$ cat config.mk
export PLATFORM = sky130hd
export DESIGN_NAME = fp_hazard_scoreboard
export DESIGN_NICKNAME = d
export VERILOG_FILES = /design/src/rtl/fp_hazard_scoreboard.sv
export SDC_FILE = /design/constraint.sdc
export NUM_CORES = 1
export LEC_CHECK = 0
export CELL_PAD_IN_SITES_DETAIL_PLACEMENT = 2
export CELL_PAD_IN_SITES_GLOBAL_PLACEMENT = 2
export CORE_ASPECT_RATIO = 0.6
export CORE_MARGIN = 3
export CORE_UTILIZATION = 27
export CTS_BUF_LIST = sky130_fd_sc_hd__clkbuf_16
export CTS_CLUSTER_DIAMETER = 200
export CTS_CLUSTER_SIZE = 10
export DETAILED_ROUTE_END_ITERATION = 10
export PLACE_DENSITY_LB_ADDON = 0.2
export SLEW_MARGIN = 40
export SYNTH_ARGS = -nofsm -noshare
export SYNTH_HDL_FRONTEND = slang
export SYNTH_SLANG_ARGS = --single-unit
export TNS_END_PERCENT = 100
$ cat constraint.sdc
create_clock -name clk -period 2.5 [get_ports clk]
set_input_delay 0.5 -clock clk [delete_from_list [all_inputs] [get_ports clk]]
set_output_delay 0.5 -clock clk [all_outputs]
set_load 0.03 [all_outputs]
$ cat src/rtl/fp_hazard_scoreboard.sv
// FP hazard/forwarding controller: tracks in-flight FP destinations through E1..EDEPTH
// and an iterative div/sqrt, and decides issue, stalls, forward selects and write-back.
module fp_hazard_scoreboard #(
   parameter  int AW        = 5,
   parameter  int DEPTH     = 3,
   parameter  int FWD_STAGE = 3,
   parameter  int DIV_CYC   = 4,
   localparam int SW        = $clog2(DEPTH + 1),
   localparam int CW        = $clog2(DIV_CYC)
) (
   input  logic          clk,
   input  logic          clrn,
   input  logic          id_valid,
   input  logic          id_use_fs,
   input  logic          id_use_ft,
   input  logic          id_wf,
   input  logic          id_divsqrt,
   input  logic [AW-1:0] id_fs,
   input  logic [AW-1:0] id_ft,
   input  logic [AW-1:0] id_fd,
   input  logic          stall_ext,
   output logic          issue,
   output logic          wpcir,
   output logic          stall_fp,
   output logic          stall_ds,
   output logic [SW-1:0] fwd_a,
   output logic [SW-1:0] fwd_b,
   output logic          wb_valid,
   output logic [AW-1:0] wb_rn,
   output logic [CW-1:0] ds_cnt
);

   localparam logic [SW-1:0] FWD_K = SW'(FWD_STAGE);

   logic [DEPTH:1]  v;
   logic [AW-1:0]   rn [1:DEPTH];
   logic [SW-1:0]   ka, kb;
   logic            use_a, use_b, stall_a, stall_b;

   // Scan oldest to youngest so the lowest matching stage is the one kept.
   always_comb begin
      ka = '0;
      kb = '0;
      for (int k = DEPTH; k >= 1; k--) begin
         if (v[k] && (rn[k] == id_fs)) ka = SW'(k);
         if (v[k] && (rn[k] == id_ft)) kb = SW'(k);
      end
   end

   assign use_a    = id_valid & id_use_fs;
   assign use_b    = id_valid & id_use_ft;
   assign stall_a  = use_a && (ka != '0) && (ka < FWD_K);
   assign stall_b  = use_b && (kb != '0) && (kb < FWD_K);
   assign fwd_a    = (use_a && (ka >= FWD_K)) ? ka : '0;
   assign fwd_b    = (use_b && (kb >= FWD_K)) ? kb : '0;

   assign stall_fp = stall_a | stall_b;
   assign stall_ds = (ds_cnt != '0);
   assign issue    = id_valid & ~stall_fp & ~stall_ds & ~stall_ext;
   assign wpcir    = ~(stall_fp | stall_ds | stall_ext);

   assign wb_valid = v[DEPTH];
   assign wb_rn    = rn[DEPTH];

   always_ff @(posedge clk or negedge clrn) begin
      if (!clrn) begin
         v      <= '0;
         ds_cnt <= '0;
         for (int k = 1; k <= DEPTH; k++) rn[k] <= '0;
      end else begin
         // Later stages always drain; E2 takes a bubble while a divide holds E1.
         for (int k = DEPTH; k >= 2; k--) begin
            v[k]  <= (k == 2 && stall_ds) ? 1'b0 : v[k-1];
            rn[k] <= rn[k-1];
         end
         if (!stall_ds) begin
            v[1]  <= issue & id_wf;
            rn[1] <= id_fd;
         end
         if (stall_ds)
            ds_cnt <= ds_cnt - CW'(1);
         else if (issue && id_divsqrt)
            ds_cnt <= CW'(DIV_CYC - 1);
      end
   end

endmodule
== Word-level counts from Yosys, hierarchy flattened ==
Index checks and enable logic that the tools add are counted.

* Register bits after elaboration: 20
* Word-level logic and storage cells: 58
* Input port bits: 23
* Output and inout bits: 16

* Reduce and logical (&&, ||, !) cells: 17
* Mux-type cells: 11
* Add/sub/neg operators: 1
* Equal/unequal tests: 6
* Bitwise logic cells: 13
* Magnitude comparators: 4

{| class="wikitable"
|+ Operators by type and width
! cell !! count
|-
| $eq 5x5->1 || 6
|-
| $mux 2 || 10
|-
| $logic_and 1x1->1 || 13
|-
| $reduce_bool 2->1 || 4
|-
| $and 1x1->1 || 6
|-
| $ge 2x2->1 const B || 2
|-
| $lt 2x2->1 const B || 2
|-
| $not 1->1 || 4
|-
| $or 1x1->1 || 3
|-
| $sub 2x1->2 const B || 1
|-
| $mux 1 || 1
|}

== Longest topological paths before layout ==
* Depth after elaboration: 16
* Depth in mapped cells: 6
* Mapped depth without buffers: 6

== Worst setup path before layout ==
Ideal clock, no wire load.

* Path type: input port to output port
* Start point: in id_fs[2]
* End point: out wpcir
* Stages: 6
* Required time: 2.000 ns
* Slack: -0.383 ns
* Data arrival time: 2.383 ns
* Path buffers: 0
* Cell sequence: xor2_1 -> nor4_4 -> and4_1 -> a211oi_2 -> a21boi_0 -> nor3_1

* Word-level cells in the longest chain between the ends: 12
* Elaborated cells between the ends (all ways): 17
* Those cells by class: order compare (1); eq/ne (3); mux (3); bitwise (4); reduce/logical (6)

{| class="wikitable"
|+ RTL lines
! item !! RTL line !! RTL
|-
| start: declaration || 18 || <nowiki>input logic [AW-1:0] id_fs,</nowiki>
|-
| $eq 5x5->1 || 45 || <nowiki>if (v[k] && (rn[k] == id_fs)) ka = SW'(k);</nowiki>
|-
| $logic_and 1x1->1 || 45 ||
|-
| $mux 2 (2 in series) || 45 ||
|-
| $mux 2 * || 45 ||
|-
| parallel branches: the longest is 2 deep, another holds $lt 2x2->1 || -- ||
|-
| $logic_and 1x1->1 * || 52 || <nowiki>assign stall_a = use_a && (ka != '0) && (ka < FWD_K);</nowiki>
|-
| $or 1x1->1 * || 57 || <nowiki>assign stall_fp = stall_a | stall_b;</nowiki>
|-
| named net stall_fp || 24 || <nowiki>output logic stall_fp,</nowiki>
|-
| $or 1x1->1 * (2 in series) || 60 || <nowiki>assign wpcir = ~(stall_fp | stall_ds | stall_ext);</nowiki>
|-
| $not 1->1 * || 60 ||
|-
| end: declaration || 23 || <nowiki>output logic wpcir,</nowiki>
|}

Mark *: on every way through the listed nets, which the timed path passes.

== Worst setup path in the final report ==
* Start point: in id_fs[2]
* End point: out fwd_a[1]

* Word-level cells in the longest chain between the ends: 8
* Elaborated cells between the ends (all ways): 12
* Those cells by class: order compare (1); eq/ne (3); mux (4); reduce/logical (4)

{| class="wikitable"
|+ RTL lines
! item !! RTL line !! RTL
|-
| $eq 5x5->1 || 45 ||
|-
| $logic_and 1x1->1 || 45 ||
|-
| $mux 2 (2 in series) || 45 ||
|-
| $mux 2 * || 45 ||
|-
| $ge 2x2->1 || 54 || <nowiki>assign fwd_a = (use_a && (ka >= FWD_K)) ? ka : '0;</nowiki>
|-
| $logic_and 1x1->1 || 54 ||
|-
| $mux 2 * || 54 ||
|-
| end: declaration || 26 || <nowiki>output logic [SW-1:0] fwd_a,</nowiki>
|}

Every way passes the cells marked *; elsewhere a longest branch is shown, timed or not.

==> metrics.txt <==
Net Count, Synth 127; dpl hpwl 3160 µm; PortBufs 38; fin crit period 2.60 ns; synthesized area per cell 11.1 µm²; post-synthesis register bit count 20; switching share of power 42.8%; slew margin rel. 77.1%; Max clock buf depth 2; Via density 4.70; WHS Path Cells 0; sw power 961 µW; PD cells 1100 nW/µm²; crit-path cells buf_2, buf_4, xnor2_1, nand4_1, or4_4, a31oi_1, buf_4; Sink Count 20; IO Count 39; TritonCTS Buffers 3; failing checks setup timing; area delta synth->final 78.1%; Critical Path Source Type input port; Max Slew Vio Count 0; CP Capture Type output pin; Critical Path Most Common Cell buf_4; drt drc 0; fraction of layout cells with a size suffix above 1 55.4%; Least-Margin Pin Slew 0.343 ns; arrival time worst endpoint 2.10 ns; commonest non-fill, non-tap cell in the layout buf_4; Rows 17; DR iter-0 viols 39; total of max-cap violations 0; chip height 56.4 µm; die area 5080 µm²; Final Hold Viols 0; hold_ws 0.457 ns; fin nets 191; total number of H-tree levels 1; Seq pwr share 35.3%; unrepaired setup endpoints after global routing yes; Pre-Repair DR Iteration Count 4; Clk pwr share 14.5%; Pleak 0.867 nW; initial antenna violation count 0; YS warnings 0; Clock Skew 0.00186 ns; total routed wirelength 4740 µm; final setup margin -0.0990 ns; most frequent cells in the layout buf_4, clkdlybuf4s50_1, dfrtp_1, dfrtp_2; Clock Pin Slew Worst Setup and Hold Paths 0.05 ns; first-pass GRT wire length 6330 µm; Root Driver clkbuf_16; largest net degree at the start of global routing 21; ant diodes 0; delay-heaviest family, CP simple AND/OR/NAND/NOR gates; Worst path depth 7; Seq/Total Area, Yosys 43.7%; TritonCTS clock tree yes; hold crit path type reg2reg; r2r setup slk 0.24 ns; CORE AREA 3870 µm²; final instance area 2040 µm²; Setup CP Type in2out; worst vdd ir 0.795 mV; Max Clock Freq 385 MHz; drt wl/cell 21.3 µm; CP Max Fanout 3; Starting Density 29.6%; total power 2.24 mW; post-synthesis cell count 103; Placer Congestion 0.751; status complete, but fails checks; Synth Cell Area 1140 µm²; # setup viols final 4; max incr delay on CP 0.59 ns; latest clock arrival within the worst-skew pair 0.25 ns; worst reg2reg path depth 9; worst endpoint required time 2.00 ns; final period utilization 104%; slowest CP cell or4_4; Comb power frac 50.2%; Netlist cell types 30; remaining antenna violation count 0; All-Layer GR Usage 16.1%; vias in the first global route 1153; GR Overflow Total 0; Buffers & Inverters on Critical Path 3; total number of vias 1047; internal power 1.28 mW; placed inst area 1710 µm²; chip width 90.1 µm
==> cell type report <==
type,count,area [µm²]
inverter,7,26.3
clock inverter,1,3.75
multi-input combinational,70,798
fill,395,1830
sequential,20,513
tap,57,71.3
clock buffer,3,75.1
timing repair buffer,65,552
==> through the flow <==
| stage | setup TNS (ns) | utilization, % | cells | setup WS, ns |
|---|---|---|---|---|
| after CTS | 0 | 49.3 | 220 | -0.000000444 |
| after detailed placement | -2.13 | 44.2 | 214 | -0.416 |
| after global placement | -1.76 | 44.2 | 214 | -0.345 |
| after floorplan | -0.0286 | - | 103 | -0.0286 |
| after global routing | -0.726 | 52.7 | 223 | -0.167 |
| final | -0.175 | 52.7 | 223 | -0.0990 |
==> per-layer routing <==
metal,wire (µm),global-route usage [%]
met1,2180,22.5
met2,2350,27.1
met3,149,1.87
met4,61,3.27
met5,0,0
==> state kept, by name (all words and copies together), names as in the netlist <==
name and flops:
rn 10, ds_cnt 2, wb_rn 5, v 3
==> power by group through the flow <==
| stage | registers [mW] | logic, mW | clock network (mW) |
|---|---|---|---|
| floorplan | 0.660 | 0.605 | 0 |
| finish | 0.793 | 1.13 | 0.325 |
| global placement | 0.700 | 0.898 | 0 |
| detailed placement | 0.715 | 0.945 | 0 |
| global route | 0.816 | 1.20 | 0.353 |
| CTS | 0.745 | 1.02 | 0.332 |
==> cells by family after synthesis <==
kind of cell	count (synthesis)	share of synthesized area, %
mux	7	7.10
buf+inv	13	5.90
xor+xnor	27	20.7
compound gates	8	6.12
simple gates	27	15.4
flops	20	43.7
fa+ha+maj	1	1.09
==> final timing paths <==
path / start / endpoint
setup / recovery: id_fs[2] / fwd_a[1]
hold / removal: v[2] / v[3]
setup reg to reg: rn[13] / v[1]
hold reg to reg: v[2] / v[3]
max in group asynchronous: clrn / rn[11]
min in group asynchronous: clrn / v[1]
==> timing repair <==
item                                    CTS  global route
gates cloned                              0             0
hold buffers                              0             0
endpoints found under the setup margin    7             7
setup buffers                             2             3
endpoints found under the hold margin     0             0
resized for setup                        51            31
pin swaps                                11            20
==> synthesized netlist by cell type <==
cell type / number / share of area, %
o2111ai_1: 1 / 0.77
mux2_4: 1 / 1.3
nor3_1: 3 / 1.3
nand2_1: 4 / 1.3
nor4_4: 1 / 1.9
or4_1: 1 / 0.66
a31oi_1: 2 / 1.1
mux2_2: 5 / 4.9
dfrtp_1: 20 / 44
inv_1: 7 / 2.3
and3_1: 2 / 1.1
nand4_1: 3 / 1.6
clkbuf_1: 1 / 0.33
ha_1: 1 / 1.1
nand3_1: 1 / 0.44
a221o_1: 1 / 0.87
xnor2_1: 14 / 11
a211oi_2: 1 / 1.1
nor4_1: 4 / 2.2
xor2_1: 13 / 9.9
a21boi_0: 1 / 0.66
nor2b_1: 3 / 1.6
nor4_2: 1 / 1.1
nand2b_1: 2 / 1.1
buf_4: 5 / 3.3
a41o_1: 1 / 0.87
mux2i_1: 1 / 0.87
o32ai_1: 1 / 0.77
nor2_1: 1 / 0.33
and4_1: 1 / 0.77
==> worst register-to-register path: stages (launching register included) <==
cell and delay [ns]:
dfrtp_2 0.48, xor2_2 0.25, nor4_4 0.08, and4_4 0.20
a211oi_4 0.34, nor2b_2 0.11, buf_4 0.15, buf_4 0.12
buf_4 0.13, o32ai_1 0.30
No activity file was read; power rests on OpenSTA's default activity.
